**src/rtl/div_issue_ctrl_if.sv**
```systemverilog
// Bus between the divide issue controller and the iterative divider.
// Handshake: the controller holds div_start_o high for the whole operation
// with operands/op stable; the divider answers with a one-cycle div_ready_i
// pulse carrying div_result_i. The controller drops start in that same cycle.
// Dropping start early aborts the divider, which then returns to idle.
// div_busy_i is high while the divider is computing.
interface div_issue_ctrl_if;
    logic [31:0] div_dividend_o;
    logic [31:0] div_divisor_o;
    logic        div_start_o;
    logic [2:0]  div_op_o;
    logic [4:0]  div_waddr_o;
    logic [31:0] div_result_i;
    logic        div_ready_i;
    logic        div_busy_i;

    modport master (
        output div_dividend_o, div_divisor_o, div_start_o, div_op_o, div_waddr_o,
        input  div_result_i, div_ready_i, div_busy_i
    );

    modport slave (
        input  div_dividend_o, div_divisor_o, div_start_o, div_op_o, div_waddr_o,
        output div_result_i, div_ready_i, div_busy_i
    );
endinterface

```
**src/rtl/div_issue_ctrl.sv**
```systemverilog
// EX-stage issue controller for RV32M divide/remainder instructions.
// Latches one request, drives the iterative divider, stalls the pipeline
// while the operation is in flight and issues one registered regfile write.
// Handles flush, a busy-cycle timeout and the divider's return to idle.
module div_issue_ctrl #(
    parameter int TIMEOUT_CYC = 64
) (
    input  logic                 clk,
    input  logic                 rst,
    input  logic                 req_valid_i,
    input  logic [2:0]           req_funct3_i,
    input  logic [31:0]          req_rs1_i,
    input  logic [31:0]          req_rs2_i,
    input  logic [4:0]           req_rd_i,
    input  logic                 flush_i,
    div_issue_ctrl_if.master     div,
    output logic                 hold_o,
    output logic                 wb_we_o,
    output logic [4:0]           wb_waddr_o,
    output logic [31:0]          wb_wdata_o,
    output logic                 timeout_o,
    output logic [1:0]           dbg_state_o
);

    typedef enum logic [1:0] {
        S_IDLE    = 2'd0,
        S_BUSY    = 2'd1,
        S_DONE    = 2'd2,
        S_RECOVER = 2'd3
    } state_t;

    localparam int CW = $clog2(TIMEOUT_CYC) + 1;

    state_t         state;
    logic [31:0]    rs1_q;
    logic [31:0]    rs2_q;
    logic [2:0]     op_q;
    logic [4:0]     rd_q;
    logic [CW-1:0]  cnt_q;
    logic           rec_extra_q;

    logic           accept;
    logic           timeout_hit;

    // Only divide-class encodings (funct3[2] set) are taken, and never under flush.
    assign accept      = (state == S_IDLE) && req_valid_i && req_funct3_i[2] && !flush_i;
    assign timeout_hit = (state == S_BUSY) && (cnt_q == CW'(TIMEOUT_CYC - 1));

    // Stall starts in the accept cycle so EX keeps the instruction until writeback.
    assign hold_o = accept || (state != S_IDLE);

    // Start falls in the ready cycle so the idle divider does not relaunch.
    assign div.div_start_o    = (state == S_BUSY) && !div.div_ready_i && !flush_i && !timeout_hit;
    assign div.div_dividend_o = rs1_q;
    assign div.div_divisor_o  = rs2_q;
    assign div.div_op_o       = op_q;
    assign div.div_waddr_o    = rd_q;
    assign dbg_state_o        = state;

    // Control FSM: latch request, track the operation, issue writeback or recover.
    always_ff @(posedge clk) begin
        if (!rst) begin
            state       <= S_IDLE;
            rs1_q       <= '0;
            rs2_q       <= '0;
            op_q        <= '0;
            rd_q        <= '0;
            cnt_q       <= '0;
            rec_extra_q <= 1'b0;
            wb_we_o     <= 1'b0;
            wb_waddr_o  <= '0;
            wb_wdata_o  <= '0;
            timeout_o   <= 1'b0;
        end else begin
            case (state)
                S_IDLE: begin
                    if (accept) begin
                        rs1_q <= req_rs1_i;
                        rs2_q <= req_rs2_i;
                        op_q  <= req_funct3_i;
                        rd_q  <= req_rd_i;
                        cnt_q <= '0;
                        state <= S_BUSY;
                    end
                end
                S_BUSY: begin
                    cnt_q <= cnt_q + CW'(1);
                    // Flush wins over a coincident ready: the result is dropped.
                    if (flush_i) begin
                        rec_extra_q <= 1'b0;
                        state       <= S_RECOVER;
                    end else if (div.div_ready_i) begin
                        wb_wdata_o <= div.div_result_i;
                        wb_waddr_o <= rd_q;
                        wb_we_o    <= (rd_q != 5'd0);
                        state      <= S_DONE;
                    end else if (timeout_hit) begin
                        timeout_o   <= 1'b1;
                        rec_extra_q <= 1'b0;
                        state       <= S_RECOVER;
                    end
                end
                S_DONE: begin
                    wb_we_o <= 1'b0;
                    state   <= S_IDLE;
                end
                S_RECOVER: begin
                    // Give a still-busy divider at most one more cycle to go idle.
                    if (div.div_busy_i && !rec_extra_q) begin
                        rec_extra_q <= 1'b1;
                    end else begin
                        state <= S_IDLE;
                    end
                end
                default: state <= S_IDLE;
            endcase
        end
    end

endmodule

```
**src/flat_wrapper.sv**
```systemverilog
// flat-port wrapper written by rule: the top's interface ports become plain ports
module div_issue_ctrl_flat 
#(
    parameter int TIMEOUT_CYC = 64
)
  (clk, rst, req_valid_i, req_funct3_i, req_rs1_i, req_rs2_i, req_rd_i, flush_i, hold_o, wb_we_o, wb_waddr_o, wb_wdata_o, timeout_o, dbg_state_o, div_div_dividend_o, div_div_divisor_o, div_div_start_o, div_div_op_o, div_div_waddr_o, div_div_result_i, div_div_ready_i, div_div_busy_i);
  div_issue_ctrl_if div_i ();
  input  logic clk;
  input  logic rst;
  input  logic req_valid_i;
  input  logic [2:0] req_funct3_i;
  input  logic [31:0] req_rs1_i;
  input  logic [31:0] req_rs2_i;
  input  logic [4:0] req_rd_i;
  input  logic flush_i;
  output logic hold_o;
  output logic wb_we_o;
  output logic [4:0] wb_waddr_o;
  output logic [31:0] wb_wdata_o;
  output logic timeout_o;
  output logic [1:0] dbg_state_o;
  output wire logic [$bits(div_i.div_dividend_o)-1:0] div_div_dividend_o;
  output wire logic [$bits(div_i.div_divisor_o)-1:0] div_div_divisor_o;
  output wire logic [$bits(div_i.div_start_o)-1:0] div_div_start_o;
  output wire logic [$bits(div_i.div_op_o)-1:0] div_div_op_o;
  output wire logic [$bits(div_i.div_waddr_o)-1:0] div_div_waddr_o;
  input wire logic [$bits(div_i.div_result_i)-1:0] div_div_result_i;
  input wire logic [$bits(div_i.div_ready_i)-1:0] div_div_ready_i;
  input wire logic [$bits(div_i.div_busy_i)-1:0] div_div_busy_i;
  assign div_div_dividend_o = div_i.div_dividend_o;
  assign div_div_divisor_o = div_i.div_divisor_o;
  assign div_div_start_o = div_i.div_start_o;
  assign div_div_op_o = div_i.div_op_o;
  assign div_div_waddr_o = div_i.div_waddr_o;
  assign div_i.div_result_i = div_div_result_i;
  assign div_i.div_ready_i = div_div_ready_i;
  assign div_i.div_busy_i = div_div_busy_i;
  div_issue_ctrl #(.TIMEOUT_CYC(TIMEOUT_CYC)) u_core (.clk(clk), .rst(rst), .req_valid_i(req_valid_i), .req_funct3_i(req_funct3_i), .req_rs1_i(req_rs1_i), .req_rs2_i(req_rs2_i), .req_rd_i(req_rd_i), .flush_i(flush_i), .div(div_i), .hold_o(hold_o), .wb_we_o(wb_we_o), .wb_waddr_o(wb_waddr_o), .wb_wdata_o(wb_wdata_o), .timeout_o(timeout_o), .dbg_state_o(dbg_state_o));
endmodule
```
**config.mk**
```make
export PLATFORM = sky130hd
export DESIGN_NAME = div_issue_ctrl_flat
export DESIGN_NICKNAME = d
export VERILOG_FILES = /design/src/rtl/div_issue_ctrl_if.sv /design/src/rtl/div_issue_ctrl.sv /design/src/flat_wrapper.sv
export SDC_FILE = /design/constraint.sdc
export NUM_CORES = 1
export LEC_CHECK = 0
export BUFFER_PORTS_ARGS = -buffer_cell sky130_fd_sc_hd__buf_4
export CORE_UTILIZATION = 41
export CTS_BUF_LIST = sky130_fd_sc_hd__clkbuf_8
export DETAILED_ROUTE_END_ITERATION = 12
export GPL_TIMING_DRIVEN = 0
export PLACE_DENSITY = 0.72
export SLEW_MARGIN = 10
export SYNTH_ARGS = -nofsm -noshare
export SYNTH_HDL_FRONTEND = slang
export SYNTH_SLANG_ARGS = --single-unit
```
**constraint.sdc**
```tcl
create_clock -name clk -period 2.1 [get_ports clk]
set_input_delay 0.42 -clock clk [delete_from_list [all_inputs] [get_ports clk]]
set_output_delay 0.42 -clock clk [all_outputs]
set_load 0.05 [all_outputs]
```
# Word level (Yosys, flattened, before mapping)
# Index checks and enable logic that the tools add are counted.
op_classes:
  n_eq_ne: 12
  n_reduce_logical: 26
  addsub: 1
  mux: 16
  bitwise_logic: 2
ops:
  columns: ["cell", "count"]
  rows:
  - ["7-bit one-hot mux with 2 select lines", 1]
  - ["2-bit 2-to-1 mux", 5]
  - ["3-bit AND reduction", 3]
  - ["1-bit logical AND", 8]
  - ["2-bit one-hot mux with 4 select lines", 1]
  - ["4-bit AND reduction", 2]
  - ["2-bit nonzero test", 4]
  - ["7-bit by 1-bit adder with 7-bit output (second input constant)", 1]
  - ["7-bit by 6-bit equality test with 1-bit output (second input constant)", 1]
  - ["7-bit 2-to-1 mux", 1]
  - ["1-bit 2-to-1 mux", 6]
  - ["2-bit inequality test (second input constant)", 3]
  - ["5-bit nonzero test", 1]
  - ["2-bit equality test (second input constant)", 2]
  - ["1-bit zero test", 4]
  - ["2-bit by 1-bit inequality test with 1-bit output (second input constant)", 2]
  - ["4-bit by 3-bit inequality test with 1-bit output (second input constant)", 1]
  - ["1-bit one-hot mux with 2 select lines", 2]
  - ["2-bit AND reduction", 2]
  - ["3-bit by 2-bit inequality test with 1-bit output (second input constant)", 1]
  - ["3-bit inequality test (second input constant)", 1]
  - ["2-bit by 1-bit equality test with 1-bit output (second input constant)", 1]
  - ["2-bit zero test", 1]
  - ["1-bit inverter", 2]
  - ["1-bit logical OR", 1]
word_totals:
  wordCells: 68
  register_bits: 121
  out_inout_bits: 115

# Depth between registers and ports, before layout
# Gate-level depths: netlist of run 1.
logic_depth:
  word_depth: 6
  depth_mapped: 5
  mapped_depth_nobuf: 4

# Least setup slack after synthesis of run 1
# Ideal clock, no wire load.
synth_timing:
  kind: "register to output"
  start: "reg u_core.state[0] (netlist: u_core.dbg_state_o[0])"
  end: "out div_div_start_o"
  path_slack_ns: 0.139
  required_time_ns: 1.680
  path_stages_with_launch: 4
  t_arrival_ns: 1.541
  path_cell_list: "dfxtp_1 > buf_6 > nor4b_2 > o21a_1"
synth_via:
  elab_chain_cells: 4
  elab_cells_between_ends: 6
synth_rtl:
  columns: ["item", "line", "text"]
  rows:
  - ["start, declared", "div_issue_ctrl.sv:34", "state_t state;"]
  - ["start signal, assigned", "div_issue_ctrl.sv:63", "state <= S_IDLE;"]
  - ["start signal, assigned", "div_issue_ctrl.sv:83", "state <= S_BUSY;"]
  - ["start signal, assigned", "div_issue_ctrl.sv:91", "state <= S_RECOVER;"]
  - ["2-bit by 1-bit equality test with 1-bit output (*)", "div_issue_ctrl.sv:47, div_issue_ctrl.sv:53", null]
  - ["1-bit logical AND, on equally long branches", "div_issue_ctrl.sv:53, div_issue_ctrl.sv:47", null]
  - ["1-bit logical AND / 1-bit zero test (equally long branches)", "div_issue_ctrl.sv:53", "assign div.div_start_o = (state == S_BUSY) && !div.div_ready_i && !flush_i && !timeout_hit;"]
  - ["1-bit logical AND (*)", "div_issue_ctrl.sv:53", null]
  - ["end, declared", "flat_wrapper.sv:24", "output wire logic [$bits(div_i.div_start_o)-1:0] div_div_start_o;"]
# Every way passes the cells marked *; elsewhere a longest branch is shown, timed or not.

# Final worst setup path of run 1
layout_timing:
  start: "reg u_core.state[1] (netlist: u_core.dbg_state_o[1])"
  end: "out div_div_start_o"
# Same word-level chain as after synthesis.

==> summary.md, run 1 <==
| Metric | Value |
|---|---|
| Synth area leader | dfxtp_1 |
| Tot Pwr | 4862 uW |
| P per Cell Area | 706.9 mW/mm2 |
| DRC Markers | 0 |
| Gate Count Post-Synth | 567 |
| Tightest Pin Transition | 0.7020 ns |
| First-pass GRT wire length | 22.51 mm |
| # clock sinks | 121 |
| Half-perimeter wire length after placement | 11.19 mm |
| Layout Nets | 922 |
| Synth Warn # | 0 |
| Final worst path period need | 2.023 ns |
| Max rail drop VDD | 0.5500 mV |
| CP max-delay cell | dfxtp_4 |
| Largest net degree at the start of global routing | 18 |
| F_max | 494.4 MHz |
| Core area | 0.01094 mm2 |
| Initial Utilization | 0.4260 |
| Bufs and invs on worst path | 2 |
| Die X | 108.6 um |
| Outcome | completed |
| Clock root buffer | clkbuf_8 |
| Critical path required time | 1.68 ns |
| Critical path fanouts, max | 10 |
| Number of synthesized register bits | 121 |
| Crit path capture type | output port |
| Detailed Route WL | 14.90 mm |
| CP max stage delay | 0.37 ns |
| Synthesized area per cell | 8.216 um2 |
| Diode count | 0 |
| Final setup fails | 0 |
| GRT Total Usage | 0.2487 |
| Area added between synthesis and finish | 47.65% |
| Main synth FF type | dfxtp_1 |
| Slew margin rel. | 0.5320 |
| Vias/cell | 5.218 |
| Unique masters post-synth | 39 |
| Bufs on Longest Clock Path | 2 |
| Die ar. | 0.01179 mm2 |
| Leakage | 0.002890 uW |
| Setup TNS | 0 ns |
| Synth top area cells | dfxtp_1 52%, a21oi_1 12%, nand3_1 8.1% |
| Via count | 5,020 |
| Final hold violations | 0 |
| Vias in the first global route | 4,677 |
| Final GP Congestion | 0.7992 |
| Final period utilization | 0.9632 |
| IO Port Bufs | 224 |
| Detail Route Antenna Nets | 0 |
| Num rows | 38 |
| H-tree lvl count | 4 |
| Reg clk slew, reported paths | 0.07 ns |
| Net Count, Synth | 678 |
| Post-synth EDFFs | 0 |
| DRT Pass-1 Iters | 5 |
| CTS tree | done |
| Die H | 108.6 um |
| Critical path cell sequence | buf_4 -> nor4b_4 -> o21a_1 -> buf_6 |
| RSZ-0062 raised after global routing | no |
| I/O pin cnt | 225 |
| Initial DRC Count | 330 |
| Maximum Capacitance Violations | 0 |
| WL/cell | 15.49 um |
| CP delay by family, top | flip-flops |
| Total gr overflow | 0 |
| Layout cells sized above 1 | 0.3528 |
| Worst min-delay path class | in -> reg |
| Synth async-reset ratio | 0 |
| Startpoint Class | flip-flop |
| Critical path class | reg -> out |
| Max Slew Vio Count | 0 |
| Initial antenna violation count | 0 |
| Hold_buf cts | 0 |
| Number of buffers created by CTS | 17 |
| Layout Skew | 0.01099 ns |
| Worst path arrival time | 1.60 ns |
| Synthesized area | 0.004658 mm2 |
| Worst-skew pair later-pin latency | 0.42 ns |
| Top-area cell type share of the netlist area | 0.5200 |
| Post-synthesis sequential area ratio | 0.5200 |
[cells in the final DEF, fill, tap and decap left out, drive strengths merged, types with 2 or more instances in the layout]
cell | synthesis | routed
nand2 | 83 | 83
or3 | 3 | 3
nand2b | 4 | 4
a211oi | 2 | 2
dfxtp | 121 | 121
o22ai | 3 | 3
nor2 | 5 | 5
nand3 | 76 | 76
nor3 | 2 | 2
buf | 37 | 262
nor4 | 2 | 2
a21oi | 112 | 112
mux2i | 2 | 2
clkbuf | 17 | 38
nand3b | 2 | 2
clkinv | 0 | 3
o21a | 4 | 4
or4 | 2 | 2
inv | 3 | 9
o21ai | 73 | 73
o31ai | 2 | 2
[repair_timing]
action,in CTS,in global routing
gates cloned,0,0
setup endpoints to repair,2,1
pin swaps,1,1
resized for setup,4,5
setup buffers,1,1
[power by group]
| group | switching (uW) | total, uW | leakage [uW] | internal (uW) |
|---|---|---|---|---|
| registers | 33.8 | 2390 | 0.000982 | 2350 |
| logic | 465 | 749 | 0.00171 | 284 |
| clock network | 831 | 1730 | 0.000195 | 895 |
[worst min-delay path, delay by kind of cell]
| kind | cells | cell delay, ns |
|---|---|---|
| buffers and inverters | 1 | 0.11 |
| AOI/OAI and AO/OA | 1 | 0.05 |
| and+or+nand+nor | 1 | 0.04 |
[sequential cells by signal, indices dropped and copies added, names as in the netlist]
register / cells
u_core.div.div_op_o: 3
u_core.div.div_waddr_o: 5
u_core.dbg_state_o: 2
u_core.rec_extra_q: 1
u_core.div.div_dividend_o: 32
u_core.timeout_o: 1
u_core.div.div_divisor_o: 32
u_core.wb_wdata_o: 32
u_core.wb_waddr_o: 5
u_core.cnt_q: 7
u_core.wb_we_o: 1
[final timing paths]
| kind | startpoint | end | slack [ns] | depth (start not counted) |
|---|---|---|---|---|
| setup reg to reg | u_core.dbg_state_o[0] | u_core.div.div_op_o[0] | 0.41 | 6 |
| hold reg to reg | u_core.wb_wdata_o[2] | u_core.wb_wdata_o[2] | 0.45 | 2 |
| setup / recovery | u_core.dbg_state_o[1] | div_div_start_o | 0.08 | 4 |
| hold / removal | div_div_result_i[31] | u_core.wb_wdata_o[31] | 0.24 | 3 |
[kinds of logic after synthesis]
logic type,Yosys count,synth area share
muxes,2,0.004298
adders and majority gates,1,0.002686
DFF,121,0.5200
AOI/OAI and AO/OA,200,0.2240
and+or+nand+nor,186,0.1904
buffers and inverters,57,0.05855
[cells in the mapped netlist, drive strengths merged (3+ instances only)]
cell,n
o22ai,3
nand2b,4
dfxtp,121
nand2,83
a21oi,112
or3,3
o21a,4
buf,37
nand3,76
o21ai,73
nor2,5
inv,3
clkbuf,17
[through the flow]
stage / instance area (um2) / hold slack [ns] / cells / setup WS [ns] / util
finish: 6878 / 0.2385 / 962 / 0.07718 / 0.6289
global route: 6878 / 0.2241 / 962 / 0.004230 / 0.6289
detailed placement: 6515 / 0.4466 / 931 / 0.1969 / 0.5958
CTS: 6862 / 0.2107 / 961 / 0.01738 / 0.6275
floorplan: 4658 / 0.4378 / 567 / 0.1387 / -
global placement: 6515 / 0.4442 / 931 / 0.2172 / 0.5958
[area by class of cell]
cell class | count | area, um2
inverters | 3 | 11.26
clock buffers | 21 | 289.0
repair buffers | 226 | 1700
flip-flops and latches | 121 | 2430
fillers | 984 | 4058
well taps | 140 | 175.2
multi-input cells | 389 | 1974
clock inverters | 9 | 37.54
plain buffers | 53 | 260.3
[routing by layer]
layer	vias up	GRT usage	share of wire
li1	2475	-	-
met1	2338	0.3007	0.41
met2	170	0.4146	0.50
met3	37	0.05726	0.058
met4	0	0.1207	0.029
met5	-	0	0
Power figures use the tool's default switching activity.
==> run 2: changes to the inputs <==
--- a/config.mk
+++ b/config.mk
@@ -9,7 +9,6 @@
 export CORE_UTILIZATION = 41
 export CTS_BUF_LIST = sky130_fd_sc_hd__clkbuf_8
 export DETAILED_ROUTE_END_ITERATION = 12
-export GPL_TIMING_DRIVEN = 0
 export PLACE_DENSITY = 0.72
 export SLEW_MARGIN = 10
 export SYNTH_ARGS = -nofsm -noshare
==> run 2 against run 1 <==
Routed wire length shrank 6.0%. Critical path depth fell by 1. Clock power increased by 26%. Critical endpoint unchanged. Total power increased by 8.8%. Cell count fell by 4.2%. Cell area fell by 1.1%. Largest power group unchanged. Setup slack better by 0.0095 ns. Clock skew decreased by 0.00085 ns. Sequential cell count stayed put.
==> summary.md, run 2 (synthesis results as in run 1) <==
| Metric | Value |
|---|---|
| Outcome | completed |
| Worst hold start | div_div_result_i[28] |
| Initial DRC Count | 429 |
| Worst-skew pair later-pin latency | 0.42 ns |
| Max rail drop VDD | 0.3699 mV |
| Bufs and invs on worst path | 1 |
| Sequential cell area | 0.002430 mm2 |
| RR Endpoint | u_core.cnt_q[6] |
| Via count | 4,845 |
| R2R setup slack | 0.56 ns |
| Detailed Route WL | 14.01 mm |
| GRT Total Usage | 0.2363 |
| F_max | 496.7 MHz |
| Core area | 0.01094 mm2 |
| Hold_buf cts | 0 |
| Critical path cell sequence | nor4b_2 -> o21a_1 -> buf_4 |
| Die X | 108.6 um |
| Largest net degree at the start of global routing | 56 |
| Hold Path Depth | 3 |
| Initial Utilization | 0.4260 |
| Worst path arrival time | 1.59 ns |
| Worst R2R Path Depth | 4 |
| Layout Skew | 0.01014 ns |
| Critical path class | reg -> out |
| CP delay by family, top | flip-flops |
| CTS tree | done |
| Die H | 108.6 um |
| Final worst path period need | 2.013 ns |
| I/O pin cnt | 225 |
| Critical path required time | 1.68 ns |
| Final period utilization | 0.9587 |
| Num rows | 38 |
| DRT Pass-1 Iters | 5 |
| RSZ-0062 raised after global routing | no |
| Startpoint Class | flip-flop |
| Final hold violations | 0 |
| Bufs on Longest Clock Path | 2 |
| WHS Endpoint | u_core.wb_wdata_o[28] |
| FF-to-FF Start | u_core.dbg_state_o[1] |
| Initial antenna violation count | 0 |
| Vias/cell | 5.255 |
| Half-perimeter wire length after placement | 9.645 mm |
| Detail Route Antenna Nets | 0 |
| Setup Buffers After CTS | 0 |
| Vias in the first global route | 4,563 |
| WL/cell | 15.20 um |
| P per Cell Area | 777.8 mW/mm2 |
| Layout cells sized above 1 | 0.3593 |
| Die ar. | 0.01179 mm2 |
| Final setup fails | 0 |
| DRC Markers | 0 |
| # clock sinks | 121 |
| Area added between synthesis and finish | 45.98% |
| Number of buffers created by CTS | 17 |
| Crit path capture type | output port |
| Slew margin rel. | 0.6181 |
| Fillers | 970 |
| First-pass GRT wire length | 21.83 mm |
| Final GP Congestion | 0.7932 |
| CP max-delay cell | dfxtp_2 |
| Total gr overflow | 0 |
| Critical path fanouts, max | 16 |
| Tot Pwr | 5290 uW |
| Most frequent cells in the layout | 236 x buf_4, 117 x dfxtp_1, 112 x a21oi_1, 83 x nand2_1, 75 x nand3_1 |
| Reg clk slew, reported paths | 0.07 ns |
| IO Port Bufs | 224 |
| Clock root buffer | clkbuf_8 |
| Diode count | 0 |
| Layout Nets | 880 |
| Leakage | 0.002773 uW |
| CP max stage delay | 0.42 ns |
| H-tree lvl count | 4 |
| Maximum Capacitance Violations | 0 |
| Tightest Pin Transition | 0.5728 ns |
| Final core utilization | 0.6219 |
| Max Slew Vio Count | 0 |
| Multi-input gate area | 0.001967 mm2 |
| Setup TNS | 0 ns |
| Worst min-delay path class | in -> reg |
| Most common cell after layout, fill and taps aside | buf_4 |
==> run 2: changes by cell type in the layout (fill, tap and decap cells not counted), moves of 2 or more <==
cell,delta
bufinv_16,+3
buf_1,-6
buf_6,-2
buf_2,-22
clkinvlp_4,+6
clkbuf_1,-17
inv_1,-6
buf_4,+4
==> run 2: final cells by class <==
class	count	share of cell area
flip-flops and latches	121	0.3573
multi-input cells	389	0.2892
repair buffers	237	0.2635
clock buffers	20	0.04048
well taps	140	0.02576
clock inverters	12	0.02190
inverters	3	0.001840
==> run 2: how the worst max path moves through the flow <==
stage,start,end,slack [ns],cells past startpoint
3_5_place_dp,u_core.dbg_state_o[0],div_div_start_o,0.35,3
5_1_grt,u_core.cnt_q[0],div_div_start_o,0.02,4
6_report,u_core.dbg_state_o[1],div_div_start_o,0.09,3
3_3_place_gp,u_core.dbg_state_o[0],div_div_start_o,0.36,3
4_1_cts,u_core.cnt_q[0],div_div_start_o,0.02,4
2_1_floorplan,u_core.dbg_state_o[0],div_div_start_o,0.14,3
==> run 2: worst min-delay path, delay by kind of cell <==
family,cells,cell delay (ns)
buf+inv,1,0.11
compound gates,1,0.05
simple gates,1,0.04
==> run 2: where the power goes <==
part	leakage (uW)	internal (uW)	switching [uW]	total, uW
registers	0.000982	2350	36.9	2390
clock network	0.000200	1260	925	2180
logic	0.00159	270	446	717
==> run 2: metal layers <==
layer,up-vias,wire [um],global-route usage
met5,-,0,0
met4,0,322,0.1149
met3,22,725,0.04039
met2,165,7139,0.4037
met1,2269,5826,0.2861
li1,2389,-,-
==> run 2: stage by stage <==
step	setup slack (ns)	instances	area [um2]	hold WS (ns)
3_5_place_dp	0.3540	890	6366	0.4485
4_1_cts	0.01576	922	6793	0.1999
3_3_place_gp	0.3568	890	6366	0.4417
5_1_grt	0.01997	922	6800	0.2138
6_report	0.08664	922	6800	0.2411
2_1_floorplan	0.1387	567	4658	0.4378
==> run 2: timing repair <==
item / in CTS / in global routing
gates cloned: 0 / 0
resized for setup: 2 / 4
setup endpoints to repair: 1 / 1
